--- src/rtl/par_dispatcher_pkg.sv ---
// par_dispatcher_pkg: shared types for the partition dispatcher.
// Provides the control-phase encodings, the FSM state enum and the partition table entry.
package par_dispatcher_pkg;
    localparam int ADDR_W = 32;
    localparam int SIZE_W = 32;
    typedef enum logic [1:0] {PH_IDLE = 2'd0, PH_SCATTER = 2'd1, PH_GATHER = 2'd2} phase_e;
    typedef enum logic [1:0] {S_IDLE, S_RUN, S_DRAIN, S_DONE} state_e;
    typedef struct packed {
        logic [ADDR_W-1:0] addr;
        logic [SIZE_W-1:0] size;
    } entry_t;
endpackage

--- src/rtl/par_dispatcher_if.sv ---
// par_dispatcher_if: bus between the phase controller / PE array and the dispatcher.
// master drives control, cfg_* (table writes), pe_req and pe_done;
// slave drives grant_* (one-cycle grant), pe_busy, phase_done and err.
interface par_dispatcher_if
    import par_dispatcher_pkg::*;
#(
    parameter int PE_NUM    = 16,
    parameter int PAR_NUM_W = 5
);
    logic [1:0]           control;
    logic                 cfg_we;
    logic                 cfg_phase;
    logic [PAR_NUM_W-1:0] cfg_idx;
    logic [ADDR_W-1:0]    cfg_addr;
    logic [SIZE_W-1:0]    cfg_size;
    logic [PE_NUM-1:0]    pe_req;
    logic [PE_NUM-1:0]    pe_done;
    logic                 grant_valid;
    logic [PE_NUM-1:0]    grant_pe;
    logic [PAR_NUM_W-1:0] grant_par;
    logic [ADDR_W-1:0]    grant_addr;
    logic [SIZE_W-1:0]    grant_size;
    logic [PE_NUM-1:0]    pe_busy;
    logic                 phase_done;
    logic                 err;

    modport master (
        output control, cfg_we, cfg_phase, cfg_idx, cfg_addr, cfg_size, pe_req, pe_done,
        input  grant_valid, grant_pe, grant_par, grant_addr, grant_size, pe_busy, phase_done, err
    );
    modport slave (
        input  control, cfg_we, cfg_phase, cfg_idx, cfg_addr, cfg_size, pe_req, pe_done,
        output grant_valid, grant_pe, grant_par, grant_addr, grant_size, pe_busy, phase_done, err
    );
endinterface

--- src/rtl/par_dispatcher_rr_arbiter.sv ---
// par_dispatcher_rr_arbiter: combinational round-robin pick.
// eligible: request vector; ptr: highest-priority index; gnt: one-hot pick; idx: encoded pick.
// N must equal 2**W so the scan wraps naturally in W bits.
module par_dispatcher_rr_arbiter #(
    parameter int N = 16,
    parameter int W = 4
) (
    input  logic [N-1:0] eligible,
    input  logic [W-1:0] ptr,
    output logic [N-1:0] gnt,
    output logic [W-1:0] idx
);
    // Scan from farthest to nearest so the last hit is the first eligible at or after ptr.
    always_comb begin
        idx = '0;
        gnt = '0;
        for (int k = N - 1; k >= 0; k--)
            if (eligible[ptr + W'(k)]) idx = ptr + W'(k);
        gnt[idx] = |eligible;
    end
endmodule

--- src/rtl/par_dispatcher.sv ---
// par_dispatcher: dynamic scatter/gather partition dispatcher for the SpMV PE array.
// clk, rst: clock and synchronous active-high reset.
// bus (slave): control phase, table config writes, PE req/done in; grants, pe_busy,
// phase_done and sticky err out.
module par_dispatcher
    import par_dispatcher_pkg::*;
#(
    parameter int PE_NUM    = 16,
    parameter int PE_NUM_W  = 4,
    parameter int PAR_NUM   = 32,
    parameter int PAR_NUM_W = 5
) (
    input logic clk,
    input logic rst,
    par_dispatcher_if.slave bus
);
    localparam logic [PAR_NUM_W:0] PAR_CNT = (PAR_NUM_W + 1)'(PAR_NUM);

    state_e               state, state_nxt;
    logic                 cur_phase;
    logic [PAR_NUM_W:0]   next_par, retire_cnt;
    logic [PE_NUM_W-1:0]  rr_ptr, pick_idx;
    logic [PE_NUM-1:0]    elig, pick;
    logic                 ctl_run, ctl_phase, enter, abort, fire;
    entry_t               tbl [2*PAR_NUM];

    assign ctl_run   = bus.control == PH_SCATTER || bus.control == PH_GATHER;
    assign ctl_phase = bus.control == PH_GATHER;
    assign elig      = bus.pe_req & ~bus.pe_busy;

    par_dispatcher_rr_arbiter #(.N(PE_NUM), .W(PE_NUM_W)) u_arb (
        .eligible(elig),
        .ptr(rr_ptr),
        .gnt(pick),
        .idx(pick_idx)
    );

    always_ff @(posedge clk) begin
        if (rst) state <= S_IDLE;
        else state <= state_nxt;
    end

    always_comb begin
        state_nxt = state;
        case (state)
            S_IDLE:  state_nxt = ctl_run ? S_RUN : S_IDLE;
            S_RUN:   state_nxt = !ctl_run ? S_IDLE : next_par == PAR_CNT ? S_DRAIN : S_RUN;
            S_DRAIN: state_nxt = !ctl_run ? S_IDLE :
                                 (retire_cnt == PAR_CNT && bus.pe_busy == '0) ? S_DONE : S_DRAIN;
            S_DONE:  state_nxt = !ctl_run ? S_IDLE : ctl_phase != cur_phase ? S_RUN : S_DONE;
            default: state_nxt = S_IDLE;
        endcase
    end

    // Grants are gated by ctl_run so an abort cycle never issues one.
    always_comb begin
        enter          = ctl_run && (state == S_IDLE || (state == S_DONE && ctl_phase != cur_phase));
        abort          = !ctl_run && (state == S_RUN || state == S_DRAIN);
        fire           = state == S_RUN && ctl_run && next_par != PAR_CNT && |elig;
        bus.phase_done = state == S_DONE;
    end

    always_ff @(posedge clk) begin
        if (bus.cfg_we && state == S_IDLE)
            tbl[{bus.cfg_phase, bus.cfg_idx}] <= '{addr: bus.cfg_addr, size: bus.cfg_size};
    end

    always_ff @(posedge clk) begin
        if (rst) begin
            cur_phase       <= 1'b0;
            next_par        <= '0;
            retire_cnt      <= '0;
            rr_ptr          <= '0;
            bus.pe_busy     <= '0;
            bus.err         <= 1'b0;
            bus.grant_valid <= 1'b0;
            bus.grant_pe    <= '0;
            bus.grant_par   <= '0;
            bus.grant_addr  <= '0;
            bus.grant_size  <= '0;
        end else begin
            bus.grant_valid <= fire;
            bus.grant_pe    <= fire ? pick : '0;
            bus.err         <= bus.err | |(bus.pe_done & ~bus.pe_busy);
            bus.pe_busy     <= abort ? '0 : (bus.pe_busy & ~bus.pe_done) | (fire ? pick : '0);
            if (enter) begin
                cur_phase  <= ctl_phase;
                next_par   <= '0;
                retire_cnt <= '0;
            end else begin
                next_par   <= next_par + (PAR_NUM_W + 1)'(fire);
                retire_cnt <= retire_cnt + (PAR_NUM_W + 1)'($countones(bus.pe_done & bus.pe_busy));
            end
            if (fire) begin
                rr_ptr                         <= pick_idx + PE_NUM_W'(1);
                bus.grant_par                  <= next_par[PAR_NUM_W-1:0];
                {bus.grant_addr, bus.grant_size} <= tbl[{cur_phase, next_par[PAR_NUM_W-1:0]}];
            end
        end
    end
endmodule

--- src/flat_wrapper.sv ---
// flat-port wrapper written by rule: the top's interface ports become plain ports
module par_dispatcher_flat import par_dispatcher_pkg::*;
#(
    parameter int PE_NUM    = 16,
    parameter int PE_NUM_W  = 4,
    parameter int PAR_NUM   = 32,
    parameter int PAR_NUM_W = 5
)
  (clk, rst, bus_control, bus_cfg_we, bus_cfg_phase, bus_cfg_idx, bus_cfg_addr, bus_cfg_size, bus_pe_req, bus_pe_done, bus_grant_valid, bus_grant_pe, bus_grant_par, bus_grant_addr, bus_grant_size, bus_pe_busy, bus_phase_done, bus_err);
  par_dispatcher_if #(.PE_NUM(PE_NUM), .PAR_NUM_W(PAR_NUM_W)) bus_i ();
  input logic clk;
  input logic rst;
  input wire logic [$bits(bus_i.control)-1:0] bus_control;
  input wire logic [$bits(bus_i.cfg_we)-1:0] bus_cfg_we;
  input wire logic [$bits(bus_i.cfg_phase)-1:0] bus_cfg_phase;
  input wire logic [$bits(bus_i.cfg_idx)-1:0] bus_cfg_idx;
  input wire logic [$bits(bus_i.cfg_addr)-1:0] bus_cfg_addr;
  input wire logic [$bits(bus_i.cfg_size)-1:0] bus_cfg_size;
  input wire logic [$bits(bus_i.pe_req)-1:0] bus_pe_req;
  input wire logic [$bits(bus_i.pe_done)-1:0] bus_pe_done;
  output wire logic [$bits(bus_i.grant_valid)-1:0] bus_grant_valid;
  output wire logic [$bits(bus_i.grant_pe)-1:0] bus_grant_pe;
  output wire logic [$bits(bus_i.grant_par)-1:0] bus_grant_par;
  output wire logic [$bits(bus_i.grant_addr)-1:0] bus_grant_addr;
  output wire logic [$bits(bus_i.grant_size)-1:0] bus_grant_size;
  output wire logic [$bits(bus_i.pe_busy)-1:0] bus_pe_busy;
  output wire logic [$bits(bus_i.phase_done)-1:0] bus_phase_done;
  output wire logic [$bits(bus_i.err)-1:0] bus_err;
  assign bus_i.control = bus_control;
  assign bus_i.cfg_we = bus_cfg_we;
  assign bus_i.cfg_phase = bus_cfg_phase;
  assign bus_i.cfg_idx = bus_cfg_idx;
  assign bus_i.cfg_addr = bus_cfg_addr;
  assign bus_i.cfg_size = bus_cfg_size;
  assign bus_i.pe_req = bus_pe_req;
  assign bus_i.pe_done = bus_pe_done;
  assign bus_grant_valid = bus_i.grant_valid;
  assign bus_grant_pe = bus_i.grant_pe;
  assign bus_grant_par = bus_i.grant_par;
  assign bus_grant_addr = bus_i.grant_addr;
  assign bus_grant_size = bus_i.grant_size;
  assign bus_pe_busy = bus_i.pe_busy;
  assign bus_phase_done = bus_i.phase_done;
  assign bus_err = bus_i.err;
  par_dispatcher #(.PE_NUM(PE_NUM), .PE_NUM_W(PE_NUM_W), .PAR_NUM(PAR_NUM), .PAR_NUM_W(PAR_NUM_W)) u_core (.clk(clk), .rst(rst), .bus(bus_i));
endmodule
--- config.mk ---
export PLATFORM = sky130hd
export DESIGN_NAME = par_dispatcher_flat
export DESIGN_NICKNAME = d
export VERILOG_FILES = /design/src/rtl/par_dispatcher_pkg.sv /design/src/rtl/par_dispatcher_if.sv /design/src/rtl/par_dispatcher_rr_arbiter.sv /design/src/rtl/par_dispatcher.sv /design/src/flat_wrapper.sv
export SDC_FILE = /design/constraint.sdc
export NUM_CORES = 2
export LEC_CHECK = 0
export CAP_MARGIN = 20
export CORE_ASPECT_RATIO = 1.2
export CORE_UTILIZATION = 45
export CTS_CLUSTER_DIAMETER = 50
export CTS_CLUSTER_SIZE = 12
export DETAILED_ROUTE_END_ITERATION = 6
export MAX_ROUTING_LAYER = met4
export PLACE_DENSITY_LB_ADDON = 0.15
export SETUP_SLACK_MARGIN = 0.1
export SLEW_MARGIN = 20
export SYNTH_ARGS = -nofsm -noshare
export SYNTH_HDL_FRONTEND = slang
export SYNTH_SLANG_ARGS = --single-unit
--- constraint.sdc ---
create_clock -name clk -period 7.4 [get_ports clk]
set_input_delay 1.48 -clock clk [delete_from_list [all_inputs] [get_ports clk]]
set_output_delay 1.48 -clock clk [all_outputs]
set_load 0.02 [all_outputs]
==> flow_summary.yaml <==
global_routing:
  antenna_found_initial: 21
  grt.met1_usage: 0.346
  grt_max_degree: 130
  met2_usage: 0.425
  gr-usage-all-layers: 0.258
  first_global_vias: 79150
  use_met3: 0.0305
  grt-busiest-layer: "met2"
  grt_pass1_wl_um: 633000
  grt-ovfl-total: 0
placement:
  dp_hpwl_um: 243000
  routabilityCongestion: 0.827
  port-buffer-count: 210
route:
  drt_first_iter_violations: 8833
  drtPass1Iterations: 7
  ant_nets: 0
  wl_um: 454000
  post_drt_wl_per_cell_um: 36.8
  drcViolationCount: 3
  vias: 77374
  vias_per_cell: 6.27
finish:
  drive_gt1_frac: 0.306
  synthToLayoutAreaGrowth_pct: 14.0
  layout_common_cells: "4096 x edfxtp_1, 1365 x mux4_2, 431 x clkbuf_16, 186 x buf_4, 179 x nand2_1"
  multi_input_area_sq_um: 36000
  fill_cells: 27792
  layout.nets: 7459
  fin_util: 0.516
  layout_commonest_cell: "edfxtp_1"
  seq_area_sq_um: 125000
clock_network:
  cts.sinks: 4218
  cts_resized: 0
  cts_max_level: 5
  cts_buffer_depth: 4
  holdBufCountCts: 0
  cts_tree: "done"
  cts_root_buf: "clkbuf_16"
  path_clk_slew_ns: 0.06
  clock_latency_ns: 0.99
  cts_setup_buffers: 0
  cts_buffers: 427
setup_path:
  rr_endpoint: "u_core.bus.pe_busy[11]"
  cp_max_fo: 18
  cp-startpoint: "u_core.rr_ptr[1]"
  setup.worst_path.end: "u_core.bus.pe_busy[11]"
  startpoint_type: "register"
  rr_startpoint: "u_core.rr_ptr[1]"
  worstPathArrival_ns: 5.98
  r2r_slack_ns: 2.32
  critPathCaptureType: "register"
  cp_data_required_time_ns: 8.31
  crit_type: "register to register"
  worstRegToRegCells: 14
die:
  initial_core_util: 0.452
  die_w_um: 551
  core_sq_um: 359000
  ios: 211
  die_h_um: 660
  rows: 241
  dieArea_sq_um: 364000
power_and_ir_drop:
  power_mw: 48.7
  peakVddDrop_v: 0.000207
  intPower_mw: 38.4
  swShare: 0.211
  p_comb_frac: 0.041
  p_sw_mw: 10.3
  power_density_nw_per_um2: 263
  leakage_nw: 55.2
  p_clk_frac: 0.418
  pwr-share-seq: 0.541
sta:
  min_period_over_period: 0.686
  finalSetupViolCount: 0
  max_freq_ghz: 0.197
  finalHoldViolations: 0
  slew_headroom: 0.222
  rsz0062_at_grt: "no"
  finClkSkew_ns: 0.0621
  tightest_slew_ns: 1.17
  tns_ns: 0
  drv_slew: 0
  min_period_ns: 5.08
logic_synthesis:
  synthArstFlopShare: 0
  synth_cells: 6780
  yosysWarnings: 0
  synthFlopType: "edfxtp_1"
  netlist_area_sq_um: 163000
  ys_seq_area_frac: 0.772
  avgSynthCellArea_sq_um: 24.0
  ys_ff_latch: 4218
  synth_nets: 6932
  synth-edff-count: 4096
  ys_types: 82
status:
  outcome: "finished, violations left"
  violations: "design-rule violations"
run:
  max_cap_viol_count: 0
min_path:
  min_path_type: "register to register"
-- sequential cells by signal, summed over array words and instances (netlist names) --
register and flops:
u_core.state 2, u_core.bus.err 1, u_core.bus.grant_valid 1, u_core.tbl 4096, u_core.bus.grant_addr 32, u_core.retire_cnt 6
u_core.bus.grant_pe 16, u_core.rr_ptr 4, u_core.bus.grant_par 5, u_core.bus.grant_size 32, u_core.next_par 6, u_core.cur_phase 1
u_core.bus.pe_busy 16
-- metrics by stage --
stage	instances	setup slack, ns	area (sq um)	hold slack [ns]
6_report	12335	2.32	185000	0.454
5_1_grt	12331	1.94	185000	0.478
4_1_cts	12316	2.31	185000	0.457
3_5_place_dp	11609	1.42	172000	0.448
3_3_place_gp	11597	1.35	172000	0.448
2_1_floorplan	6780	1.93	163000	0.471
-- layer usage --
layer	vias up	wire length, um	part of all wire
li1	30257	-	-
met1	43395	182000	0.40
met2	3139	232000	0.51
met3	583	27800	0.061
met4	0	11600	0.026
met5	-	0	0
-- kinds of logic (layout without fill, tap and decap cells) --
kind of cell | count (synthesis) | count (layout) | share of synthesized area
mux | 1384 | 1384 | 0.190
other cells | 0 | 12 | 0
flops | 4218 | 4218 | 0.772
buf+inv | 419 | 1224 | 0.00988
fa+ha+maj | 45 | 45 | 0.00406
compound gates | 228 | 228 | 0.00929
xor+xnor | 26 | 26 | 0.00145
simple gates | 460 | 460 | 0.0135
-- critical path: stages (launching register included) --
cell and delay [ns]:
dfxtp_1 0.33, clkinv_1 0.28, buf_4 0.31, ha_1 0.74
inv_1 0.48, o2111ai_1 0.24, nand4_1 0.23, mux2i_1 0.59
a311oi_1 0.12, o311ai_2 0.34, a211oi_2 0.13, o41ai_4 0.49
and2_1 0.27, nand3_2 0.22, o21ai_1 0.20
-- worst min-delay path by stage --
stage	start	to	slack [ns]	depth (start not counted)
floorplan	u_core.next_par[5]	u_core.next_par[5]	0.47	2
global placement	u_core.bus.grant_par[1]	u_core.bus.grant_par[1]	0.45	2
detailed placement	u_core.bus.grant_size[23]	u_core.bus.grant_size[23]	0.45	2
CTS	u_core.bus.grant_size[12]	u_core.bus.grant_size[12]	0.46	2
global route	u_core.bus.grant_addr[15]	u_core.bus.grant_addr[15]	0.48	2
finish	u_core.bus.grant_size[10]	u_core.bus.grant_size[10]	0.45	2
-- layout make-up --
cell class              count  area share
multi-input cells        2143       0.194
clock buffers             575      0.0622
inverters                  61     0.00126
repair buffers            456      0.0258
flip-flops and latches   4218       0.677
clock inverters           132     0.00758
well taps                4738      0.0320
diodes                     12    0.000162
-- synthesized netlist by cell type (7+ instances only) --
cell	count	area (sq um)
buf_2	9	45.0
o21ai_0	24	120
mux2_2	7	78.8
xnor2_1	12	105
a21o_1	7	52.6
buf_1	122	458
mux2i_1	10	100
dfxtp_1	122	2440
nor2_1	119	447
nand2_1	179	672
and2_1	20	125
nand3_1	26	130
nor4_1	11	68.8
nor2b_1	25	156
nand2b_1	18	113
clkbuf_1	223	837
fa_1	13	260
o22ai_1	9	56.3
o2111ai_1	16	140
o21ai_1	15	75.1
nand3b_1	13	97.6
a21oi_1	87	435
ha_1	32	400
mux4_2	1365	30700
a211oi_1	7	52.6
a22oi_1	11	82.6
edfxtp_1	4096	123000
xor2_1	13	114
inv_1	57	214
nand4_1	7	43.8
-- power groups by stage --
stage | Sequential, mW | Clock, mW | Combinational (mW)
2_1_floorplan | 26.9 | 0 | 1.10
6_report | 26.3 | 20.3 | 2.00
3_3_place_gp | 26.9 | 0 | 1.97
4_1_cts | 26.4 | 20.7 | 2.02
5_1_grt | 26.3 | 21.5 | 2.15
3_5_place_dp | 26.9 | 0 | 2.01
Power figures use the tool's default switching activity.
